### src/rtl/xor_display_ctrl.sv
`timescale 1ns/1ps
// Debounced push-buttons toggle the x1/x2 network inputs; a scanned driver shows N_DIGITS hex nibbles.
// Latency: x toggles 2+DB_CYCLES+1 cycles after a press; seg/dp/an are registered one cycle; no backpressure.
module xor_display_ctrl #(
    parameter int N_DIGITS   = 4,
    parameter int SCAN_DIV   = 12500,
    parameter int BLANK_CYC  = 250,
    parameter int DB_CYCLES  = 500000,
    parameter bit ACTIVE_LOW = 1'b1
) (
    input  logic                  clk,
    input  logic                  rst_n,
    input  logic                  btn_1,
    input  logic                  btn_2,
    input  logic [4*N_DIGITS-1:0] digit_data,
    input  logic [N_DIGITS-1:0]   blank_mask,
    input  logic [N_DIGITS-1:0]   dp_mask,
    output logic                  x1,
    output logic                  x2,
    output logic                  x_valid,
    output logic [6:0]            seg,
    output logic                  dp,
    output logic [N_DIGITS-1:0]   an
);

    localparam int PW = (SCAN_DIV > 1) ? $clog2(SCAN_DIV) : 1;
    localparam int IW = (N_DIGITS > 1) ? $clog2(N_DIGITS) : 1;
    localparam int DW = (DB_CYCLES > 1) ? $clog2(DB_CYCLES) : 1;

    localparam logic [PW-1:0]       PRESC_LAST = PW'(SCAN_DIV - 1);
    localparam logic [PW-1:0]       BLANK_END  = PW'(BLANK_CYC);
    localparam logic [IW-1:0]       IDX_LAST   = IW'(N_DIGITS - 1);
    localparam logic [DW-1:0]       DB_LAST    = DW'(DB_CYCLES - 1);
    localparam logic [6:0]          SEG_OFF    = {7{ACTIVE_LOW}};
    localparam logic                DP_OFF     = ACTIVE_LOW;
    localparam logic [N_DIGITS-1:0] AN_OFF     = {N_DIGITS{ACTIVE_LOW}};

    // Button path state, bit 0 = btn_1, bit 1 = btn_2
    logic [1:0]         sync1_q, sync1_d;
    logic [1:0]         sync2_q, sync2_d;
    logic [1:0]         acc_q, acc_d;
    logic [1:0]         acc_prev_q, acc_prev_d;
    logic [1:0][DW-1:0] db_cnt_q, db_cnt_d;
    logic [1:0]         x_q, x_d;
    logic               x_valid_q, x_valid_d;
    logic [1:0]         rise;

    // Display path state
    logic [PW-1:0]       presc_q, presc_d;
    logic [IW-1:0]       idx_q, idx_d;
    logic [6:0]          seg_q, seg_d;
    logic                dp_q, dp_d;
    logic [N_DIGITS-1:0] an_q, an_d;

    logic [3:0]          cur_nib;
    logic                cur_blank;
    logic                cur_dp;
    logic                in_blank;
    logic [6:0]          seg_on;
    logic [N_DIGITS-1:0] an_on;

    function automatic logic [6:0] hex7(input logic [3:0] v);
        logic [6:0] s;
        case (v)
            4'h0:    s = 7'h3F;
            4'h1:    s = 7'h06;
            4'h2:    s = 7'h5B;
            4'h3:    s = 7'h4F;
            4'h4:    s = 7'h66;
            4'h5:    s = 7'h6D;
            4'h6:    s = 7'h7D;
            4'h7:    s = 7'h07;
            4'h8:    s = 7'h7F;
            4'h9:    s = 7'h6F;
            4'hA:    s = 7'h77;
            4'hB:    s = 7'h7C;
            4'hC:    s = 7'h39;
            4'hD:    s = 7'h5E;
            4'hE:    s = 7'h79;
            default: s = 7'h71;
        endcase
        return s;
    endfunction

    always_comb begin
        sync1_d    = {btn_2, btn_1};
        sync2_d    = sync1_q;
        acc_prev_d = acc_q;
        acc_d      = acc_q;
        db_cnt_d   = db_cnt_q;
        // Counter only runs while the synchronised level disagrees with the accepted one
        for (int b = 0; b < 2; b++) begin
            if (sync2_q[b] == acc_q[b]) begin
                db_cnt_d[b] = '0;
            end else if (db_cnt_q[b] == DB_LAST) begin
                acc_d[b]    = sync2_q[b];
                db_cnt_d[b] = '0;
            end else begin
                db_cnt_d[b] = db_cnt_q[b] + DW'(1);
            end
        end
        rise      = acc_q & ~acc_prev_q;
        x_d       = x_q ^ rise;
        x_valid_d = |rise;
    end

    always_comb begin
        presc_d = presc_q;
        idx_d   = idx_q;
        if (presc_q == PRESC_LAST) begin
            presc_d = '0;
            idx_d   = (idx_q == IDX_LAST) ? '0 : idx_q + IW'(1);
        end else begin
            presc_d = presc_q + PW'(1);
        end

        in_blank  = (presc_q < BLANK_END);
        cur_nib   = '0;
        cur_blank = 1'b0;
        cur_dp    = 1'b0;
        an_on     = '0;
        for (int i = 0; i < N_DIGITS; i++) begin
            if (idx_q == IW'(i)) begin
                cur_nib   = digit_data[4*i +: 4];
                cur_blank = blank_mask[i];
                cur_dp    = dp_mask[i];
                an_on[i]  = !in_blank;
            end
        end

        seg_on = cur_blank ? 7'h00 : hex7(cur_nib);
        seg_d  = seg_on ^ SEG_OFF;
        dp_d   = cur_dp ^ DP_OFF;
        an_d   = an_on ^ AN_OFF;
    end

    always_ff @(posedge clk or negedge rst_n) begin
        if (!rst_n) begin
            sync1_q    <= '0;
            sync2_q    <= '0;
            acc_q      <= '0;
            acc_prev_q <= '0;
            db_cnt_q   <= '0;
            x_q        <= '0;
            x_valid_q  <= 1'b0;
            presc_q    <= '0;
            idx_q      <= '0;
            seg_q      <= SEG_OFF;
            dp_q       <= DP_OFF;
            an_q       <= AN_OFF;
        end else begin
            sync1_q    <= sync1_d;
            sync2_q    <= sync2_d;
            acc_q      <= acc_d;
            acc_prev_q <= acc_prev_d;
            db_cnt_q   <= db_cnt_d;
            x_q        <= x_d;
            x_valid_q  <= x_valid_d;
            presc_q    <= presc_d;
            idx_q      <= idx_d;
            seg_q      <= seg_d;
            dp_q       <= dp_d;
            an_q       <= an_d;
        end
    end

    assign x1      = x_q[0];
    assign x2      = x_q[1];
    assign x_valid = x_valid_q;
    assign seg     = seg_q;
    assign dp      = dp_q;
    assign an      = an_q;

endmodule
### config.mk
export PLATFORM = sky130hd
export DESIGN_NAME = xor_display_ctrl
export DESIGN_NICKNAME = d
export VERILOG_FILES = /design/src/rtl/xor_display_ctrl.sv
export SDC_FILE = /design/constraint.sdc
export NUM_CORES = 1
export LEC_CHECK = 0
export CAP_MARGIN = 20
export CORE_ASPECT_RATIO = 1.4
export CORE_MARGIN = 4
export CORE_UTILIZATION = 51
export DETAILED_ROUTE_END_ITERATION = 7
export GPL_TIMING_DRIVEN = 0
export PLACE_DENSITY = 0.82
export SLEW_MARGIN = 20
export SYNTH_ARGS = -nofsm -noshare
export SYNTH_HDL_FRONTEND = slang
export SYNTH_SLANG_ARGS = --single-unit
### constraint.sdc
create_clock -name clk -period 2.2 [get_ports clk]
set_input_delay 0.44 -clock clk [delete_from_list [all_inputs] [get_ports clk]]
set_output_delay 0.44 -clock clk [all_outputs]
set_load 0.01 [all_outputs]
==> impl_metrics.csv, run 1 <==
group,metric,value,unit
outcome,status,"finished clean",
synth,synth_edf_count,0,
die,ios,43,
place,place_ws,-0.4043,ns
finish,layout-drive-gt1-share,19.35,%
routing,detail-route-antenna-nets,0,
sta,rsz0062_at_grt,"true",
place,gp_congestion,0.8539,
die,fp.dieH,110.2,µm
synth,synthTopCellsByCount,"dfrtp_1 (65), nor2_1 (62), nand2_1 (31), xor2_1 (29), nand3_1 (23)",
finish,multi_input_area,1864,µm²
power_and_ir_drop,combPwrFrac,8.7,%
grt,grt_pass1_vias,2833,
routing,post_drt_via_cell_ratio,5.361,
worst_setup_path,cp_max_fo,5,
synth,yosysWarnings,0,
routing,wirelength,7607,µm
power_and_ir_drop,intPower,2.091,mW
routing,first_pass_iters,4,
power_and_ir_drop,pwr-share-clk,38.0,%
sta,fin_setup_tns,0,ns
synth,synth_top_area_share,42.72,%
grt,overflow,0,
synth,synth_cell_types,53,
worst_setup_path,crit_required,2.46,ns
die,start_util,52.05,%
job,cap_viol_max_count,0,
power_and_ir_drop,power,2.735,mW
die,floorplan.die.width,81.03,µm
power_and_ir_drop,leakagePower,1.987,nW
sta,fin_worst_skew,0.01102,ns
grt,grt_usage,17.90,%
sta,worst_pin_slew,0.6805,ns
die,dieArea,8931,µm²
clock_network,cts_buffers,9,
clock_network,cts_tree,"done",
finish,ff_latch_area,1943,µm²
worst_setup_path,cp.arrival,2.44,ns
clock_network,clock-sinks,77,
routing,via_count,2820,
finish,fillers,605,
clock_network,cts-root-buf,"clkbuf_8",
synth,synth.area.top_cells,"dfrtp_1 (43%), dfstp_2 (8.3%), xor2_1 (6.7%), nor2_1 (6.1%), xnor2_1 (4.8%)",
grt,grt_max_degree,62,
clock_network,htree_levels,3,
place,detailed_place_hpwl,5338,µm
grt,antenna_found_initial,0,
grt,grt_pass1_wl,12430,µm
sta,period_share,99.02,%
synth,yosysSeqAreaShare,51.00,%
synth,synth_fp_nets,404,
synth,synth_most_common_cell,"dfrtp_1",
power_and_ir_drop,powerDensity,578.3,nW/µm²
sta,max_clock_freq,0.4590,GHz
sta,worst_slack,0.02153,ns
worst_setup_path,crit_start,"idx_q[1]",
worst_setup_path,r2r_start,"idx_q[1]",
clock_network,clkLatencyLatePin,0.35,ns
routing,routedWlPerCell,14.46,µm
synth,async_flop_share,100.0,%
routing,remaining_drc_errors,0,
power_and_ir_drop,power_switching,0.6447,mW
synth,synth_flop_cell,"dfrtp_1",
sta,max_slew_margin,54.29,%
sta,setup_viol,0,
power_and_ir_drop,seqPwrFrac,53.4,%
synth,synthCells,363,
worst_setup_path,crit_path_start_kind,"flip-flop",
worst_setup_path,cp-end-kind,"flip-flop",
finish,area_growth,24.22,%
worst_setup_path,critical_path_class,"flip-flop to flip-flop",
min_path,min_from,"sync1_q[1]",
synth,syn_area,3807,µm²
clock_network,cts.clk_slew.worst_paths,0.08,ns
place,io_buffer_count,42,
sta,fin_crit,2.178,ns
routing,drtIter0Drc,136,
finish,final_nets,465,
synth,synth-seq-cells,77,
sta,slew_violations,0,
synth,syn_avg_cell_area,10.49,µm²
power_and_ir_drop,ir_drop,0.5250,mV
clock_network,clock_path_buffers,2,
die,fp.coreArea,7315,µm²
min_path,min_path_type,"flip-flop to flip-flop",
sta,hold_viol,0,
power_and_ir_drop,p_sw_share,23.57,%
synth,yosys.area.top_type,"dfrtp_1",
finish,n_antenna_cell,0,
die,rows,37,
==> final timing paths <==
kind,end,slack (ns),cells after the start
max,seg[3],0.02,10
min,sync2_q[1],0.35,0
max reg2reg,seg[3],0.02,10
min reg2reg,sync2_q[1],0.35,0
max in group asynchronous,an[2],1.09,3
min in group asynchronous,db_cnt_q[36],0.50,2
==> cell type report <==
class	instances	area share, %
plain buffers	8	1.243
well taps	97	2.566
repair buffers	50	10.58
clock inverters	6	1.349
clock buffers	10	2.698
flip-flops and latches	77	41.08
multi-input cells	266	39.42
inverters	12	1.058
==> critical path, stage by stage (launching register included) <==
cell and delay [ns]:
dfrtp_1 0.42, inv_2 0.11, ha_4 0.13, buf_6 0.11
nor2b_4 0.05, a221o_1 0.31, a22o_4 0.26, buf_4 0.16
ha_4 0.27, nand2_2 0.05, a41oi_2 0.22
==> power by group through the flow <==
stage               Combinational (mW)  Sequential, mW  Clock (mW)
floorplan                       0.0848            1.49           0
global placement                 0.204            1.49           0
detailed placement               0.217            1.49           0
CTS                              0.223            1.46        1.06
global route                     0.258            1.46        1.12
finish                           0.237            1.46        1.04
==> metal layers <==
metal	up-vias	track usage, %	share of wire, %
met4	0	6.280	2.2
li1	1364	-	-
met1	1377	19.65	40
met2	64	32.37	53
met3	15	5.366	4.9
met5	-	0	0
==> repair_timing <==
item,4_1_cts,5_1_grt
setup endpoints to repair,7,6
buffers inserted,1,5
cloned,0,0
pin swaps,1,8
resized for setup,13,17
hold endpoints to repair,9,0
hold buffers,1,0
==> placed cells by master (no fill, tap or decap), types with 3 or more instances in the layout <==
cell             synthesis  layout
buf_4                    3      10
dfstp_2                 12      12
inv_1                   12       6
and3_1                   6       6
or2_2                    4       4
ha_4                     0       3
o221ai_1                 3       3
mux2i_1                  4       4
nand4_1                 11      11
clkbuf_8                 0       9
nor4_1                   3       3
nand2_1                 31      30
o21ai_0                  4       4
ha_1                    13       4
ha_2                     0       6
xnor2_1                 21      21
clkdlybuf4s50_1          0      41
nor2_1                  62      62
xor2_1                  29      29
nor3_1                  10       9
dfrtp_1                 65      64
inv_2                    0       4
nand3_1                 23      23
==> per-stage QoR <==
stage	area (µm²)	hold WS (ns)	utilization, %	cells
5_1_grt	4730	0.3553	64.66	526
6_report	4730	0.3493	64.66	526
3_3_place_gp	4349	0.3340	59.46	502
4_1_cts	4617	0.3490	63.12	521
2_1_floorplan	3807	0.1444	-	363
3_5_place_dp	4374	0.3280	59.80	503
==> cells by family (layout without fill, tap and decap cells) <==
family	count (synthesis)	in the layout	synth area share (%)
muxes	6	6	1.643
AOI/OAI and AO/OA	28	28	7.164
and+or+nand+nor	169	169	21.85
DFF	77	77	51.00
adders and majority gates	13	13	4.272
buffers and inverters	20	86	2.563
xor gates and xnor gates	50	50	11.50
==> registers in the layout (all words and copies together) (netlist names) <==
signal      flops
db_cnt_q       38
x_valid         1
presc_q        14
idx_q           2
seg             7
sync2_q         2
sync1_q         2
dp              1
acc_prev_q      2
an              4
acc_prev_d      2
x_q             2
(Power assumes the default switching activity.)
==> run 2: changes to the inputs <==
--- a/config.mk
+++ b/config.mk
@@ -7,12 +7,11 @@
 export LEC_CHECK = 0
 export CAP_MARGIN = 20
 export CORE_ASPECT_RATIO = 1.4
-export CORE_MARGIN = 4
 export CORE_UTILIZATION = 51
 export DETAILED_ROUTE_END_ITERATION = 7
 export GPL_TIMING_DRIVEN = 0
 export PLACE_DENSITY = 0.82
-export SLEW_MARGIN = 20
+export SLEW_MARGIN = 10
 export SYNTH_ARGS = -nofsm -noshare
 export SYNTH_HDL_FRONTEND = slang
 export SYNTH_SLANG_ARGS = --single-unit
==> constraint.sdc (replaced) <==
create_clock -name clk -period 1.9 [get_ports clk]
set_input_delay 0.38 -clock clk [delete_from_list [all_inputs] [get_ports clk]]
set_output_delay 0.38 -clock clk [all_outputs]
set_load 0.01 [all_outputs]
==> run 2 against run 1 <==
Effect of this change: the run now ends with setup timing left; clock power up 12%; register-to-register slack worse by 0.34 ns; flip-flop and latch count unchanged; total power up 15%; count of clock-buffer cells in the layout down 1; setup slack worse by 0.34 ns; sequential share of layout area down 1.7 points; fmax down 1.7%; cell count up 1.9%; combinational power up 28%; largest power group unchanged.
==> impl_metrics.csv, run 2 (same netlist as run 1, synthesis figures left out) <==
group,metric,value,unit
routing,wirelength,8407,µm
worst_setup_path,crit_path_start_kind,"flip-flop",
grt,overflow,0,
sta,rsz0062_at_grt,"true",
place,detailed_place_hpwl,5008,µm
worst_setup_path,path_depth,9,
min_path,min_path_type,"flip-flop to flip-flop",
sta,fin_setup_tns,-1.691,ns
grt,grt_pass1_wl,12800,µm
die,fp.dieH,104.2,µm
sta,max_clock_freq,0.4512,GHz
outcome,violations,"setup timing",
sta,setup_viol,7,
power_and_ir_drop,powerDensity,638.5,nW/µm²
routing,drtIter0Drc,185,
finish,ff_latch_area,1943,µm²
clock_network,cts_buffers,9,
sta,fin_worst_skew,0.01094,ns
routing,remaining_drc_errors,0,
min_path,hold_depth,0,
sta,max_slew_margin,59.07,%
finish,layout-drive-gt1-share,23.13,%
worst_setup_path,cp-end-kind,"flip-flop",
worst_setup_path,worst-path-buf-inv,3,
worst_setup_path,ff2ff_path_depth,9,
finish,regMostFlops,"db_cnt_q",
sta,hold_viol,0,
grt,grt_max_degree,53,
grt,grt_pass1_vias,2873,
finish,n_antenna_cell,0,
finish,layout.cells.non_filler,536,
clock_network,cts-root-buf,"clkbuf_8",
sta,worst_pin_slew,0.6093,ns
clock_network,cts.clk_slew.worst_paths,0.09,ns
worst_setup_path,cpMostUsedCell,"ha_4",
grt,antenna_found_initial,0,
routing,via_count,2914,
place,io_buffer_count,42,
die,dieArea,7820,µm²
clock_network,cts_tree,"done",
finish,area_growth,29.74,%
place,dp.cells,501,
finish,final_nets,477,
finish,final_cell_mix,"dfrtp_1 (64), nor2_1 (62), clkdlybuf4s50_1 (41)",
worst_setup_path,cp_cell_sequence,"buf_4, ha_4, inv_1, o21ai_0, a21oi_2, inv_2, ha_4, a2111oi_4, a41oi_2",
worst_setup_path,critical_path_class,"flip-flop to flip-flop",
place,place_ws,-0.4314,ns
clock_network,htree_levels,3,
finish,largest_reg_flops,38,
job,cap_viol_max_count,0,
routing,post_drt_via_cell_ratio,5.437,
worst_setup_path,cp_top_family,"compound AO/OA/AOI/OAI gates",
worst_setup_path,cp_max_fo,5,
sta,worst_slack,-0.3164,ns
sta,slew_violations,0,
clock_network,clock-sinks,77,
worst_setup_path,crit_required,2.17,ns
place,gp_congestion,0.8230,
finish,design_area,4940,µm²
routing,first_pass_iters,4,
worst_setup_path,cp_slowest_cell,"dfrtp_1",
power_and_ir_drop,ir_drop,0.4310,mV
worst_setup_path,cp.arrival,2.48,ns
power_and_ir_drop,leakagePower,2.066,nW
die,start_util,53.84,%
die,rows,36,
clock_network,clock_path_buffers,2,
finish,multi_input_area,1966,µm²
place,dpl_cell_area,4392,µm²
die,floorplan.die.width,75.03,µm
worst_setup_path,max_stage_delay,0.43,ns
sta,period_share,116.7,%
finish,final_common_cell,"dfrtp_1",
sta,fin_crit,2.216,ns
routing,detail-route-antenna-nets,0,
outcome,status,"finished with violations",
grt,grt_usage,21.44,%
die,ios,43,
routing,routedWlPerCell,15.68,µm
die,fp.coreArea,7072,µm²
clock_network,clkLatencyLatePin,0.36,ns
finish,fillers,501,
## run 2: power breakdown
group	switching (mW)	internal [mW]
registers	0.0167	1.68
clock network	0.656	0.502
logic	0.147	0.156
total	0.820	2.33
## run 2: worst reg2reg max path, cell delays in order (launching register included)
cell,delay [ns]
dfrtp_1,0.43
buf_4,0.17
ha_4,0.18
inv_1,0.12
o21ai_0,0.14
a21oi_2,0.32
inv_2,0.15
ha_4,0.20
a2111oi_4,0.36
a41oi_2,0.08
## run 2: metrics by stage
stage | power [mW] | util [%] | hold WS [ns]
global placement | 1.960 | 61.75 | 0.3357
detailed placement | 1.974 | 62.10 | 0.3116
floorplan | 1.829 | - | 0.08441
finish | 3.154 | 69.85 | 0.3581
CTS | 3.149 | 68.08 | 0.3638
global route | 3.272 | 69.85 | 0.3724
## run 2: timing repair
action | 4_1_cts | 5_1_grt
hold buffers | 1 | 0
pin swaps | 8 | 6
setup endpoints to repair | 7 | 35
buffers inserted | 16 | 5
endpoints found under the hold margin | 17 | 0
resized for setup | 24 | 16
## run 2: final timing paths
check / start / endpoint / slack (ns)
max: idx_q[1] / seg[3] / -0.32
min: sync1_q[1] / sync2_q[1] / 0.36
max reg2reg: idx_q[1] / seg[3] / -0.32
min reg2reg: sync1_q[1] / sync2_q[1] / 0.36
max in group asynchronous: rst_n / an[3] / 0.81
min in group asynchronous: rst_n / db_cnt_q[32] / 0.48
## run 2: per-layer routing
| layer | share of wire [%] | track usage (%) |
|---|---|---|
| met4 | 3.3 | 10.78 |
| met3 | 3.7 | 5.136 |
| met5 | 0 | 0 |
| met2 | 53 | 34.36 |
| met1 | 41 | 26.37 |
## run 2: area by class of cell
class | count | share of cell area (%)
inverters | 12 | 1.114
repair buffers | 64 | 12.59
clock buffers | 9 | 2.508
flip-flops and latches | 77 | 39.34
plain buffers | 6 | 0.9625
multi-input cells | 266 | 39.79
clock inverters | 7 | 1.292
well taps | 95 | 2.406
